==> src/rtl/param_ram_pkg.sv <==
// Shared types and helpers for the parametrised scratch RAM.
// Holds the clear-sequencer state encoding, read-during-write modes and lane masking.
package ram_pkg;

  typedef enum logic {
    ST_CLEAR = 1'b0,
    ST_IDLE  = 1'b1
  } state_e;

  localparam int RDW_READ_FIRST  = 0;
  localparam int RDW_WRITE_FIRST = 1;

  // Expands one byte-enable bit into the 8-bit mask for its lane.
  function automatic logic [7:0] lane_mask(input logic en);
    return {8{en}};
  endfunction

endpackage

==> src/rtl/param_ram_clear_seq.sv <==
// Clear sequencer: sweeps every word after reset or on request, then idles.
// busy is high for exactly DEPTH cycles per sweep.
import ram_pkg::*;

module param_ram_clear_seq #(
  parameter int ADDR_W = 4,
  parameter int DEPTH  = 16
) (
  input  logic              clk,
  input  logic              rst_n,
  input  logic              clr_start,
  output logic              clr_we,
  output logic [ADDR_W-1:0] clr_addr,
  output logic              busy
);

  localparam logic [ADDR_W-1:0] LAST_PTR = ADDR_W'(DEPTH - 1);

  state_e            state_q, state_d;
  logic [ADDR_W-1:0] ptr_q, ptr_d;

  always_ff @(posedge clk or negedge rst_n) begin
    if (!rst_n) begin
      state_q <= ST_CLEAR;
      ptr_q   <= '0;
    end else begin
      state_q <= state_d;
      ptr_q   <= ptr_d;
    end
  end

  always_comb begin
    state_d  = state_q;
    ptr_d    = ptr_q;
    clr_we   = 1'b0;
    clr_addr = ptr_q;
    busy     = 1'b0;
    unique case (state_q)
      ST_CLEAR: begin
        clr_we = 1'b1;
        busy   = 1'b1;
        // clr_start is deliberately ignored here so a sweep is never stretched.
        if (ptr_q == LAST_PTR) begin
          state_d = ST_IDLE;
          ptr_d   = '0;
        end else begin
          ptr_d = ptr_q + 1'b1;
        end
      end
      ST_IDLE: begin
        if (clr_start) begin
          state_d = ST_CLEAR;
          ptr_d   = '0;
        end
      end
      default: begin
        state_d = ST_CLEAR;
        ptr_d   = '0;
      end
    endcase
  end

endmodule

==> src/rtl/param_ram.sv <==
// Single-port synchronous RAM with byte enables, selectable read-during-write,
// valid/ready handshake, out-of-range detection and a hardware clear sweep.
import ram_pkg::*;

module param_ram #(
  parameter int                DATA_W    = 8,
  parameter int                ADDR_W    = 4,
  parameter int                DEPTH     = 16,
  parameter int                RDW_MODE  = 0,
  parameter logic [DATA_W-1:0] CLEAR_VAL = '0
) (
  input  logic                clk,
  input  logic                rst_n,
  input  logic                req,
  input  logic                we,
  input  logic [ADDR_W-1:0]   addr,
  input  logic [DATA_W-1:0]   din,
  input  logic [DATA_W/8-1:0] be,
  output logic                ready,
  output logic [DATA_W-1:0]   dout,
  output logic                dout_valid,
  output logic                dout_err,
  input  logic                clr_start,
  output logic                busy
);

  localparam int NB = DATA_W / 8;

  logic [DATA_W-1:0] mem [DEPTH];

  logic              clr_we;
  logic [ADDR_W-1:0] clr_addr;
  logic              acc;
  logic              in_range;
  logic [DATA_W-1:0] mask;
  logic [DATA_W-1:0] old_word;
  logic [DATA_W-1:0] merged_word;
  logic              mem_we;
  logic [ADDR_W-1:0] mem_waddr;
  logic [DATA_W-1:0] mem_wdata;

  logic [DATA_W-1:0] dout_q, dout_d;
  logic              valid_q, valid_d;
  logic              err_q, err_d;

  param_ram_clear_seq #(
    .ADDR_W (ADDR_W),
    .DEPTH  (DEPTH)
  ) u_clear_seq (
    .clk       (clk),
    .rst_n     (rst_n),
    .clr_start (clr_start),
    .clr_we    (clr_we),
    .clr_addr  (clr_addr),
    .busy      (busy)
  );

  assign ready = !busy;
  assign acc   = req && ready;

  // A full power-of-two array cannot be over-addressed, so skip the compare.
  if (DEPTH == (2 ** ADDR_W)) begin : g_full_range
    assign in_range = 1'b1;
  end else begin : g_part_range
    assign in_range = (32'(addr) < DEPTH);
  end

  for (genvar gi = 0; gi < NB; gi++) begin : g_lane
    assign mask[8*gi +: 8] = lane_mask(be[gi]);
  end

  assign old_word    = in_range ? mem[addr] : '0;
  assign merged_word = (old_word & ~mask) | (din & mask);

  // The sweep and host never collide: the host port is only live when not busy.
  always_comb begin
    mem_we    = 1'b0;
    mem_waddr = addr;
    mem_wdata = merged_word;
    if (clr_we) begin
      mem_we    = 1'b1;
      mem_waddr = clr_addr;
      mem_wdata = CLEAR_VAL;
    end else if (acc && we && in_range) begin
      mem_we = 1'b1;
    end
  end

  always_ff @(posedge clk) begin
    if (mem_we) begin
      mem[mem_waddr] <= mem_wdata;
    end
  end

  always_comb begin
    dout_d  = dout_q;
    valid_d = 1'b0;
    err_d   = 1'b0;
    if (acc) begin
      valid_d = 1'b1;
      if (!in_range) begin
        dout_d = '0;
        err_d  = 1'b1;
      end else if (we && (RDW_MODE == RDW_WRITE_FIRST)) begin
        dout_d = merged_word;
      end else begin
        dout_d = old_word;
      end
    end
  end

  always_ff @(posedge clk or negedge rst_n) begin
    if (!rst_n) begin
      dout_q  <= '0;
      valid_q <= 1'b0;
      err_q   <= 1'b0;
    end else begin
      dout_q  <= dout_d;
      valid_q <= valid_d;
      err_q   <= err_d;
    end
  end

  assign dout       = dout_q;
  assign dout_valid = valid_q;
  assign dout_err   = err_q;

endmodule

==> config.mk <==
export PLATFORM = sky130hd
export DESIGN_NAME = param_ram
export DESIGN_NICKNAME = d
export VERILOG_FILES = /design/src/rtl/param_ram_pkg.sv /design/src/rtl/param_ram_clear_seq.sv /design/src/rtl/param_ram.sv
export SDC_FILE = /design/constraint.sdc
export NUM_CORES = 1
export LEC_CHECK = 0
export BUFFER_PORTS_ARGS = -buffer_cell sky130_fd_sc_hd__buf_2
export CAP_MARGIN = 25
export CORE_UTILIZATION = 54
export DETAILED_ROUTE_END_ITERATION = 16
export PLACE_DENSITY = 0.86
export SLEW_MARGIN = 20
export SYNTH_ARGS = -nofsm -noshare
export SYNTH_HDL_FRONTEND = slang
export SYNTH_SLANG_ARGS = --single-unit
==> constraint.sdc <==
create_clock -name clk -period 2.1 [get_ports clk]
set_clock_uncertainty 0.1 [all_clocks]
set_input_delay 0.525 -clock clk [delete_from_list [all_inputs] [get_ports clk]]
set_output_delay 0.525 -clock clk [all_outputs]
set_load 0.02 [all_outputs]
==> impl_results.md, run 1 <==
* Cell area power density at 1284 nW/um2
* Syn Nets at 346
* Post-Place Cell Area at 6477 um2
* DIE HEIGHT at 106.0 um
* Highest Clock Rate at 474.7 MHz
* Routed len/inst at 25.24 um
* GP Congestion at 0.9016
* Clk Latency, worst-skew pair at 0.52 ns
* Drt via density at 6.293
* Largest net degree at the start of global routing at 31
* Core Rows at 37
* Max cap viols at 0
* Share of the synthesized area in the top cell type at 65.82%
* Setup_tns at -0.04345 ns
* Adder-cell share of the synthesized area at 0.2143%
* Met3 routed WL at 1366 um
* Peak supply drop at 0.9680 mV
* N_diodes at 0
* Share of cells above drive strength 1 at 33.65%
* Slew headroom at 53.16%
* Kind of critical path: reg -> reg
* Final hold vios at 0
* Worst-path fanout max at 16
* Initial antenna violation count at 0
* Synthesis-stage register bit count at 142
* Die area at 11230 um2
* Synth warn at 0
* Vias in the first global route at 3467
* CTS root buf: clkbuf_8
* Outcome: complete, but fails checks
* Post-synth cell types at 34
* Nets at 422
* I/O pins at 30
* Cell Chain, Critical Path: mux4_2 -> mux2i_1 -> o22ai_1 -> o21ba_2
* FFs w/ async S/R, synth at 9.859%
* Failing checks: negative setup slack
* Worst path max stage delay at 0.48 ns
* First-pass GRT wire length at 20530 um
* Final worst path period share at 100.3%
* Largest family of logic cells by synthesized area: multiplexers
* Fin area at 7148 um2
* Slew @ Worst Pin at 0.6952 ns
* TritonRoute pass-1 iters at 5
* Setup crit start kind: register
* DR vias at 3474
* Final core occ at 68.62%
* Arr. time, crit path at 2.24 ns
* TritonCTS clock tree: built
* Mapped Avg Cell Area at 17.86 um2
* Number of post-CTS setup repair buffers at 0
* Met2 wire length at 6731 um
* Mux share of post-synthesis cell area at 14.83%
* Area contributors post-synth: edfxtp_1 (66%), dfrtp_1 (6.0%), mux4_2 (5.0%), mux4_1 (4.9%), mux2i_1 (2.7%)
* Synth Area in Compound Gates at 7.157%
* CP Data Required Time at 2.23 ns
* Post-synth EDFFs at 128
* Drc violations at 0
* Post-synth top cells: edfxtp_1 (128), nor2_1 (27), nand2_1 (17)
* Crit path capture type: register
* Dpl hpwl at 8421 um
* Post-Syn Area at 5839 um2
* Clk slew on worst S/H paths at 0.06 ns
* Total Routed Length at 13930 um
* Slowest cell on crit path: mux4_2
* Synthesis-to-layout area growth at 22.41%
* Clk buf depth at 2
* Most used DFF post-synth: edfxtp_1
* Met1 wire length at 5221 um
* Hold Path Class: in -> reg
* Minimum clock period at 2.107 ns
* DRT iter0 DRCs at 413
* Highest routed layer: met4
* Mapped Cells at 327
* Hold WS at 0.1187 ns
* H-tree depth at 4
* Gr usage total at 26.46%
* Top-count cell post-synth: edfxtp_1
* CORE AREA at 10420 um2
* Final setup vio count at 16
* # clock sinks at 142
* Final WS setup at -0.006716 ns
* Post-synthesis sequential area ratio at 71.82%
* Largest area contributor in the netlist: edfxtp_1
* Post-DRT Antenna Nets at 0
* Die X at 106.0 um
* Post-Synth XOR/XNOR Area at 0%
* Initial core utilization at 56.06%
* IO buf count at 28
* Leak at 2.628 nW
* Final Slew Violations at 0
* Post-Synth Simple-Gate Area at 3.514%
* GRT overflow at 0
* CTS Buf Count at 17
==> power by group <==
part,internal [mW],switching (mW),leakage (nW)
Combinational,0.726,1.25,0.960
Clock,2.04,1.09,0.296
Sequential,3.83,0.235,1.37
==> kinds of logic after synthesis <==
family,count (synthesis)
adders and majority gates,1
and+or+nand+nor,51
muxes,51
AOI/OAI and AO/OA,55
DFF,142
buffers and inverters,26
other,1
==> cell type report <==
cell class | count | area, um2
inverters | 7 | 26.28
clock buffers | 21 | 429.2
multi-input cells | 159 | 1573
fillers | 625 | 3268
flip-flops and latches | 142 | 4194
clock inverters | 11 | 187.7
repair buffers | 76 | 568.0
well taps | 136 | 170.2
==> flip-flops by register name, indices dropped and copies added, names as in the netlist <==
signal	flops
u_clear_seq.state_q	1
u_clear_seq.clr_addr	4
dout	8
dout_valid	1
mem	128
==> through the flow <==
| stage | worst slack [ns] | total power, mW | instances |
|---|---|---|---|
| global placement | -0.4040 | 5.810 | 519 |
| floorplan | -0.07381 | 5.135 | 327 |
| global route | -0.003124 | 9.442 | 552 |
| finish | -0.006716 | 9.177 | 552 |
| CTS | 0.01314 | 9.140 | 552 |
| detailed placement | -0.5290 | 5.950 | 519 |
==> worst max-delay path: cells and delay by family (launching register included) <==
kind | cells | cell delay (ns)
AO/OA/AOI/OAI | 2 | 0.52
multiplexers | 2 | 0.78
flip-flops | 1 | 0.42
==> per-layer routing <==
| layer | GRT usage (%) | vias to the layer above |
|---|---|---|
| li1 | - | 1457 |
| met1 | 31.82 | 1731 |
| met2 | 41.60 | 239 |
| met3 | 8.461 | 47 |
| met4 | 16.67 | 0 |
| met5 | 0 | - |
==> cells in the final DEF, fill, tap and decap left out, types with 2 or more instances in the layout <==
| cell | n |
|---|---|
| clkinv_1 | 3 |
| mux4_1 | 11 |
| buf_2 | 27 |
| a21oi_1 | 2 |
| mux2_2 | 11 |
| mux2i_1 | 16 |
| buf_12 | 5 |
| clkbuf_1 | 4 |
| bufinv_16 | 5 |
| edfxtp_1 | 128 |
| a221o_1 | 7 |
| dfrtp_1 | 14 |
| nor2_1 | 27 |
| o21ai_0 | 12 |
| a21oi_2 | 3 |
| a21oi_4 | 4 |
| nand2b_1 | 2 |
| o22ai_1 | 4 |
| buf_4 | 42 |
| o21ai_1 | 7 |
| o2bb2ai_1 | 3 |
| nand3_1 | 2 |
| a2bb2oi_2 | 6 |
| clkbuf_16 | 16 |
| mux4_2 | 13 |
| nand2_1 | 17 |
| inv_1 | 6 |
==> path summary, 6_finish.rpt <==
kind,slack [ns],cells after the start,endpoint,startpoint
max,-0.007,4,mem[15][7],mem[3][7]
min,0.12,2,u_clear_seq.clr_addr[3],clr_start
max reg2reg,-0.007,4,mem[15][7],mem[3][7]
min reg2reg,0.39,2,dout[0],dout[0]
max in group asynchronous,1.32,2,u_clear_seq.clr_addr[1],rst_n
min in group asynchronous,0.34,2,dout[3],rst_n
==> repair_timing <==
action                     CTS  global route
gates cloned                 0             0
hold endpoints to repair    14             0
hold buffers                 1             0
pin swaps                    0             0
gates resized for setup      1             5
setup endpoints to repair   16           112
Power figures use the tool's default switching activity.
==> run 2, diff against run 1 <==
- ABC_CLOCK_PERIOD_IN_PS: not set -> 2100
- CELL_PAD_IN_SITES_DETAIL_PLACEMENT: not set -> 1
- CELL_PAD_IN_SITES_GLOBAL_PLACEMENT: not set -> 2
- CORE_UTILIZATION: 54 -> 35
- PLACE_DENSITY: 0.86 -> 0.77
==> run 2 against run 1 <==
  * The flow now finishes without violations
  * Clock-buffer cell count is 3 lower
  * Die area is 53% higher
  * Via count down 1.2%
  * Sequential power about the same
  * Non-clock buffer count increased by 20
  * Final cell count is 19% higher
  * Critical path depth up 2
  * Register-to-register slack improved by 0.05 ns
  * Routed wire length rose by 12%
  * Critical path type unchanged
  * Largest power group unchanged
  * Highest routed layer unchanged
==> impl_results.md, run 2 (synthesized netlist as in run 1, its figures left out) <==
* Outcome: completed
* Vias in the first global route at 3666 (+5.7%)
* GP Congestion at 0.8254 (-8.5%)
* DIE HEIGHT at 131.2 um (+24%)
* Met1 usage at 22.50% (-9.3 points)
* Core Rows at 46 (+24%)
* Drc violations at 0 (unchanged)
* Post-Place Cell Area at 6725 um2 (+3.8%)
* Fillers at 1531 (+140%)
* Clk Latency, worst-skew pair at 0.42 ns (-0.10 ns)
* Hold Path Class: in -> reg
* Routed len/inst at 23.74 um (-5.9%)
* # clock sinks at 142 (unchanged)
* Arr. time, crit path at 2.09 ns (-0.15 ns)
* GRT overflow at 0 (unchanged)
* Slew headroom at 39.66% (-13 points)
* DRT iter0 DRCs at 230 (-44%)
* DR vias at 3433 (-1.2%)
* Nets at 445 (+5.5%)
* Die area at 17200 um2 (+53%)
* Area occupied by multi-input gates at 1718 um2 (+9.2%)
* Fin area at 7599 um2 (+6.3%)
* Highest Clock Rate at 486.8 MHz (+2.6%)
* TritonCTS clock tree: built
* Worst path max stage delay at 0.43 ns (-0.05 ns)
* Most common cell after layout, fill and taps aside: edfxtp_1
* Met2 Usage GRT at 31.18% (-10 points)
* Die X at 131.2 um (+24%)
* Final setup vio count at 0 (-16)
* Gr usage total at 18.49% (-8.0 points)
* Drt via density at 5.241 (-17%)
* Peak supply drop at 0.6773 mV (-30%)
* Crit path capture type: register
* Cell Chain, Critical Path: buf_12 -> nor3_1 -> a21oi_1 -> buf_4 -> nor2_1 -> buf_4
* Leak at 2.755 nW (+4.8%)
* Dpl hpwl at 10400 um (+23%)
* Post-DRT Antenna Nets at 0 (unchanged)
* Final Slew Violations at 0 (unchanged)
* Max cap viols at 0 (unchanged)
* Reg with most FFs: mem
* Initial antenna violation count at 0 (unchanged)
* Worst-path fanout max at 7 (-9)
* RSZ-0062 raised after global routing: no
* Clk slew on worst S/H paths at 0.06 ns (about the same)
* TritonRoute pass-1 iters at 4 (-1)
* Final worst path period share at 97.82% (-2.5 points)
* CTS root buf: clkbuf_16
* Share of cells above drive strength 1 at 40.32% (+6.7 points)
* Initial core utilization at 36.36% (-20 points)
* Final hold vios at 0 (unchanged)
* Largest net degree at the start of global routing at 21 (-32%)
* N_diodes at 0 (unchanged)
* Met3 Usage GRT at 5.285% (-3.2 points)
* CORE AREA at 16060 um2 (+54%)
* Clk buf depth at 2 (unchanged)
* Setup_tns at 0 ns (+0.04345 ns)
* Total Routed Length at 15550 um (+12%)
* IO buf count at 28 (unchanged)
* CTS Buf Count at 17 (unchanged)
* Reg area at 4194 um2 (unchanged)
* Slowest cell on crit path: dfrtp_1
* Synthesis-to-layout area growth at 30.13%
* Layer with the highest usage: met2
* Max reg flops at 128 (unchanged)
* I/O pins at 30 (unchanged)
* Minimum clock period at 2.054 ns (-0.05258 ns)
* Kind of critical path: reg -> reg
* Total power at 9.519 mW (+3.7%)
* H-tree depth at 4 (unchanged)
* Slew @ Worst Pin at 0.8956 ns (+0.2003 ns)
* Most common cell on crit path: buf_4
* First-pass GRT wire length at 22650 um (+10%)
* Setup crit start kind: register
* Commonest cells after routing, fill and taps aside: edfxtp_1 (128), buf_4 (58), buf_2 (26)
* CP Data Required Time at 2.13 ns (-0.10 ns)
* Cell area power density at 1253 nW/um2 (-2.4%)
-- run 2: timing repair --
| item | 4_1_cts | 5_1_grt |
|---|---|---|
| setup endpoints to repair | 112 | 109 |
| gates resized for setup | 11 | 27 |
| buffers inserted | 0 | 1 |
| hold buffers | 1 | 0 |
| pin swaps | 0 | 7 |
| cloned | 0 | 4 |
| endpoints found under the hold margin | 14 | 0 |
-- run 2: area by class of cell --
| class | instances | share of cell area, % |
|---|---|---|
| Clock inverter | 14 | 2.519 |
| Clock buffer | 18 | 5.648 |
| Multi-Input combinational cell | 162 | 22.61 |
| Tap cell | 216 | 3.557 |
| Inverter | 7 | 0.3458 |
| Sequential cell | 142 | 55.20 |
| Timing Repair Buffer | 96 | 10.13 |
-- run 2: worst max-delay path, delay by kind of cell (launching register included) --
kind                   cells  cell delay, ns
AOI/OAI and AO/OA          1            0.17
DFF                        1            0.43
and+or+nand+nor            2            0.50
buffers and inverters      3            0.56
-- run 2: report_power, final --
group / switching, mW / internal, mW / total [mW]
combinational: 1.40 / 0.918 / 2.32
sequential: 0.206 / 3.82 / 4.03
clock: 1.18 / 1.98 / 3.17
-- run 2: through the flow --
step	util, %	instances	worst slack (ns)	hold WS, ns
after floorplan	-	327	-0.07381	0.1294
after global placement	41.88	617	-0.4260	0.3301
after detailed placement	41.88	617	-0.5244	0.3353
after CTS	46.33	650	0.003322	0.1858
after global routing	47.32	655	0.01063	0.2032
final	47.32	655	0.04586	0.2066
-- run 2: path summary, 6_finish.rpt --
path / depth (start not counted) / from / to / slack [ns]
hold reg to reg: 2 / dout[5] / dout[5] / 0.39
setup / recovery: 6 / u_clear_seq.state_q / mem[4][0] / 0.05
hold / removal: 2 / clr_start / u_clear_seq.clr_addr[3] / 0.21
setup reg to reg: 6 / u_clear_seq.state_q / mem[4][0] / 0.05
min in group asynchronous: 2 / rst_n / u_clear_seq.state_q / 0.43
max in group asynchronous: 2 / rst_n / dout[3] / 1.24
-- run 2: routing by layer --
layer  part of all wire (%)  up-vias  routed length [um]
li1                       -     1506                   -
met4                    1.9        0                 296
met2                     51      104                7916
met1                     41     1802                6427
met5                      0        -                   0
met3                    5.8       21                 909
==> run 3, diff against run 2 <==
- ABC_AREA: not set -> 1
- PLACE_DENSITY: 0.77 -> 0.86
- REMOVE_ABC_BUFFERS: not set -> 1
==> run 3 against run 2 <==
  * Global-route usage grew 3.1 points
  * Utilization shrank 2.6 points
  * Non-clock buffer count shrank 7
  * Flip-flop and latch count is the same
  * Maximum frequency grew 6.4%
  * First-iteration DRC count grew 41%
  * Register-to-register slack gained 0.12 ns
  * Clock-buffer cell count is the same
  * Synthesized cell count grew 98%
==> impl_results.md, run 3 <==
* IO buf count at 28 (unchanged)
* Nets at 744 (+67%)
* Share of cells above drive strength 1 at 18.16% (-22 points)
* Post-Place Cell Area at 7139 um2 (+6.2%)
* Leak at 3.501 nW (+27%)
* Outcome: completed
* Met3 Usage GRT at 3.407% (-1.9 points)
* I/O pins at 30 (unchanged)
* Slew headroom at 66.73% (+27 points)
* Initial antenna violation count at 0 (unchanged)
* Finished Layout Cells at 963 (+47%)
* Clk Latency, worst-skew pair at 0.42 ns (about the same)
* Drc violations at 0 (unchanged)
* Die area at 18740 um2 (+8.9%)
* Combinational share of power at 26.5% (+2.1 points)
* Area contributors post-synth: edfxtp_1 (60%), nand2_1 (14%), nand3_1 (7.2%), dfrtp_1 (5.5%), inv_1 (5.0%)
* Fin area at 7836 um2 (+3.1%)
* Kind of critical path: reg -> reg
* Most common cell after layout, fill and taps aside: nand2_1
* Met1 usage at 26.36% (+3.9 points)
* Gr usage total at 21.61% (+3.1 points)
* Mapped Avg Cell Area at 9.859 um2 (-45%)
* Post-synth EDFFs at 128 (unchanged)
* Post-Syn Area at 6369 um2 (+9.1%)
* FFs w/ async S/R, synth at 9.859% (unchanged)
* Reg with most FFs: mem
* Commonest cells after routing, fill and taps aside: nand2_1 (243), edfxtp_1 (128), nand3_1 (91)
* Clk slew on worst S/H paths at 0.06 ns (about the same)
* Total power at 10.31 mW (+8.3%)
* Synthesis-stage register bit count at 142 (unchanged)
* Top-count cell post-synth: nand2_1
* Post-synth top cells: nand2_1 (243), edfxtp_1 (128), nand3_1 (92)
* Largest area contributor in the netlist: edfxtp_1
* Total Routed Length at 18640 um (+20%)
* Largest net degree at the start of global routing at 65 (+210%)
* Mapped Cells at 646 (+98%)
* Clk buf depth at 2 (unchanged)
* Post-synthesis sequential area ratio at 65.85% (-6.0 points)
* Initial core utilization at 36.32% (-0.049 points)
* TritonRoute pass-1 iters at 4 (unchanged)
* Drt via density at 4.925 (-6.0%)
* # clock sinks at 142 (unchanged)
* Sw Share at 31.86% (+2.5 points)
* DRT iter0 DRCs at 324 (+41%)
* Highest Clock Rate at 518.1 MHz (+6.4%)
* Hold Path Class: in -> reg
* Share of the synthesized area in the top cell type at 60.35% (-5.5 points)
* DP Cell Count at 928 (+50%)
* Minimum clock period at 1.930 ns (-0.1242 ns)
* Slew @ Worst Pin at 0.4984 ns (-0.3971 ns)
* H-tree depth at 4 (unchanged)
* Max cap viols at 0 (unchanged)
* Final setup vio count at 0 (unchanged)
* Met2 Usage GRT at 37.08% (+5.9 points)
* Post-synth cell types at 25 (-26%)
* Setup crit start kind: register
* First-pass GRT wire length at 28540 um (+26%)
* CTS root buf: clkbuf_16
* Die X at 136.9 um (+4.4%)
* RSZ-0062 raised after global routing: no
* Final worst path period share at 91.90% (-5.9 points)
* Routed len/inst at 19.35 um (-18%)
* CTS Buf Count at 17 (unchanged)
* CORE AREA at 17540 um2 (+9.2%)
* Core Rows at 48 (+4.3%)
* Max reg flops at 128 (unchanged)
* Dpl hpwl at 12130 um (+17%)
* GRT overflow at 0 (unchanged)
* Hold WS at 0.3671 ns (+0.1605 ns)
* Arr. time, crit path at 1.96 ns (-0.13 ns)
* Internal power at 7.028 mW (+4.5%)
* GP Congestion at 0.7986 (-3.2%)
* Vias in the first global route at 4926 (+34%)
* CP Data Required Time at 2.13 ns (about the same)
* Final hold vios at 0 (unchanged)
* Seq pwr share at 41.5% (-0.8 points)
* Peak supply drop at 0.9730 mV (+44%)
* DIE HEIGHT at 136.9 um (+4.4%)
* TritonCTS clock tree: built
* Post-DRT Antenna Nets at 0 (unchanged)
* Final Slew Violations at 0 (unchanged)
* Synth warn at 0 (unchanged)
* NetSw at 3.285 mW (+18%)
* Layer with the highest usage: met2
* Most used DFF post-synth: edfxtp_1
* Clk pwr share at 32.0% (-1.3 points)
* Crit path capture type: register
* N_diodes at 0 (unchanged)
* DR vias at 4743 (+38%)
* Synthesis-to-layout area growth at 23.05%
* Cell area power density at 1316 nW/um2 (+5.1%)
* Worst-path fanout max at 10 (+3)
run 3: cell count changes after synthesis, moves of 11 or more:
cell / change
inv_1: +78
mux2_2: -11
mux2i_1: -16
mux4_1: -11
mux4_2: -13
nand2_1: +226
nand3_1: +90
run 3: logic make-up after synthesis:
kind of cell	after synthesis	share of synthesized area, %
and+or+nand+nor	375	24.22
xor gates and xnor gates	1	0.1375
adders and majority gates	1	0.1964
buffers and inverters	117	8.703
DFF	142	65.85
other	1	0.05888
AOI/OAI and AO/OA	9	0.8250
run 3: timing repair:
action                     CTS  global route
buffers inserted             2             0
pin swaps                    0             0
hold buffers                 1             0
hold endpoints to repair    14             0
gates resized for setup      1             8
setup endpoints to repair    1            73
run 3: final timing paths:
| check | slack (ns) | depth (start not counted) | startpoint | endpoint |
|---|---|---|---|---|
| max | 0.17 | 5 | u_clear_seq.state_q | mem[1][4] |
| min | 0.37 | 3 | clr_start | u_clear_seq.state_q |
| max reg2reg | 0.17 | 5 | u_clear_seq.state_q | mem[1][4] |
| min reg2reg | 0.38 | 2 | dout[4] | dout[4] |
| max in group asynchronous | 1.18 | 2 | rst_n | u_clear_seq.state_q |
| min in group asynchronous | 0.44 | 2 | rst_n | u_clear_seq.clr_addr[0] |
run 3: through the flow:
stage               util (%)  setup TNS, ns  worst slack [ns]
global placement       40.71         -7.599           -0.1039
floorplan                  -         -7.393           -0.1197
global route           44.68              0           0.07510
CTS                    44.56              0           0.02861
finish                 44.68              0            0.1700
detailed placement     40.71         -17.82           -0.1675
run 3: area by class of cell:
cell class | count | area [um2]
Fill cell | 1999 | 9701
Multi-Input combinational cell | 387 | 1634
Sequential cell | 142 | 4195
Clock buffer | 18 | 429.2
Inverter | 88 | 341.6
Tap cell | 225 | 281.5
Timing Repair Buffer | 89 | 738.2
Clock inverter | 14 | 216.5
run 3: power groups by stage:
stage	clock [mW]	combinational [mW]	sequential (mW)
global placement	0	2.54	4.29
CTS	3.33	2.69	4.28
detailed placement	0	2.64	4.33
floorplan	0	1.21	4.36
global route	3.44	2.98	4.34
finish	3.30	2.74	4.28
run 3: layer usage:
layer	up-vias	part of all wire, %
met3	32	3.7
met1	2372	42
li1	2231	-
met5	-	0
met2	108	52
met4	0	3.0
run 3: critical path, cell delays in order (launching register included):
cell     delay, ns
dfrtp_2       0.48
buf_4         0.17
o21ai_1       0.24
nand3_1       0.21
nor2_1        0.24
buf_12        0.19
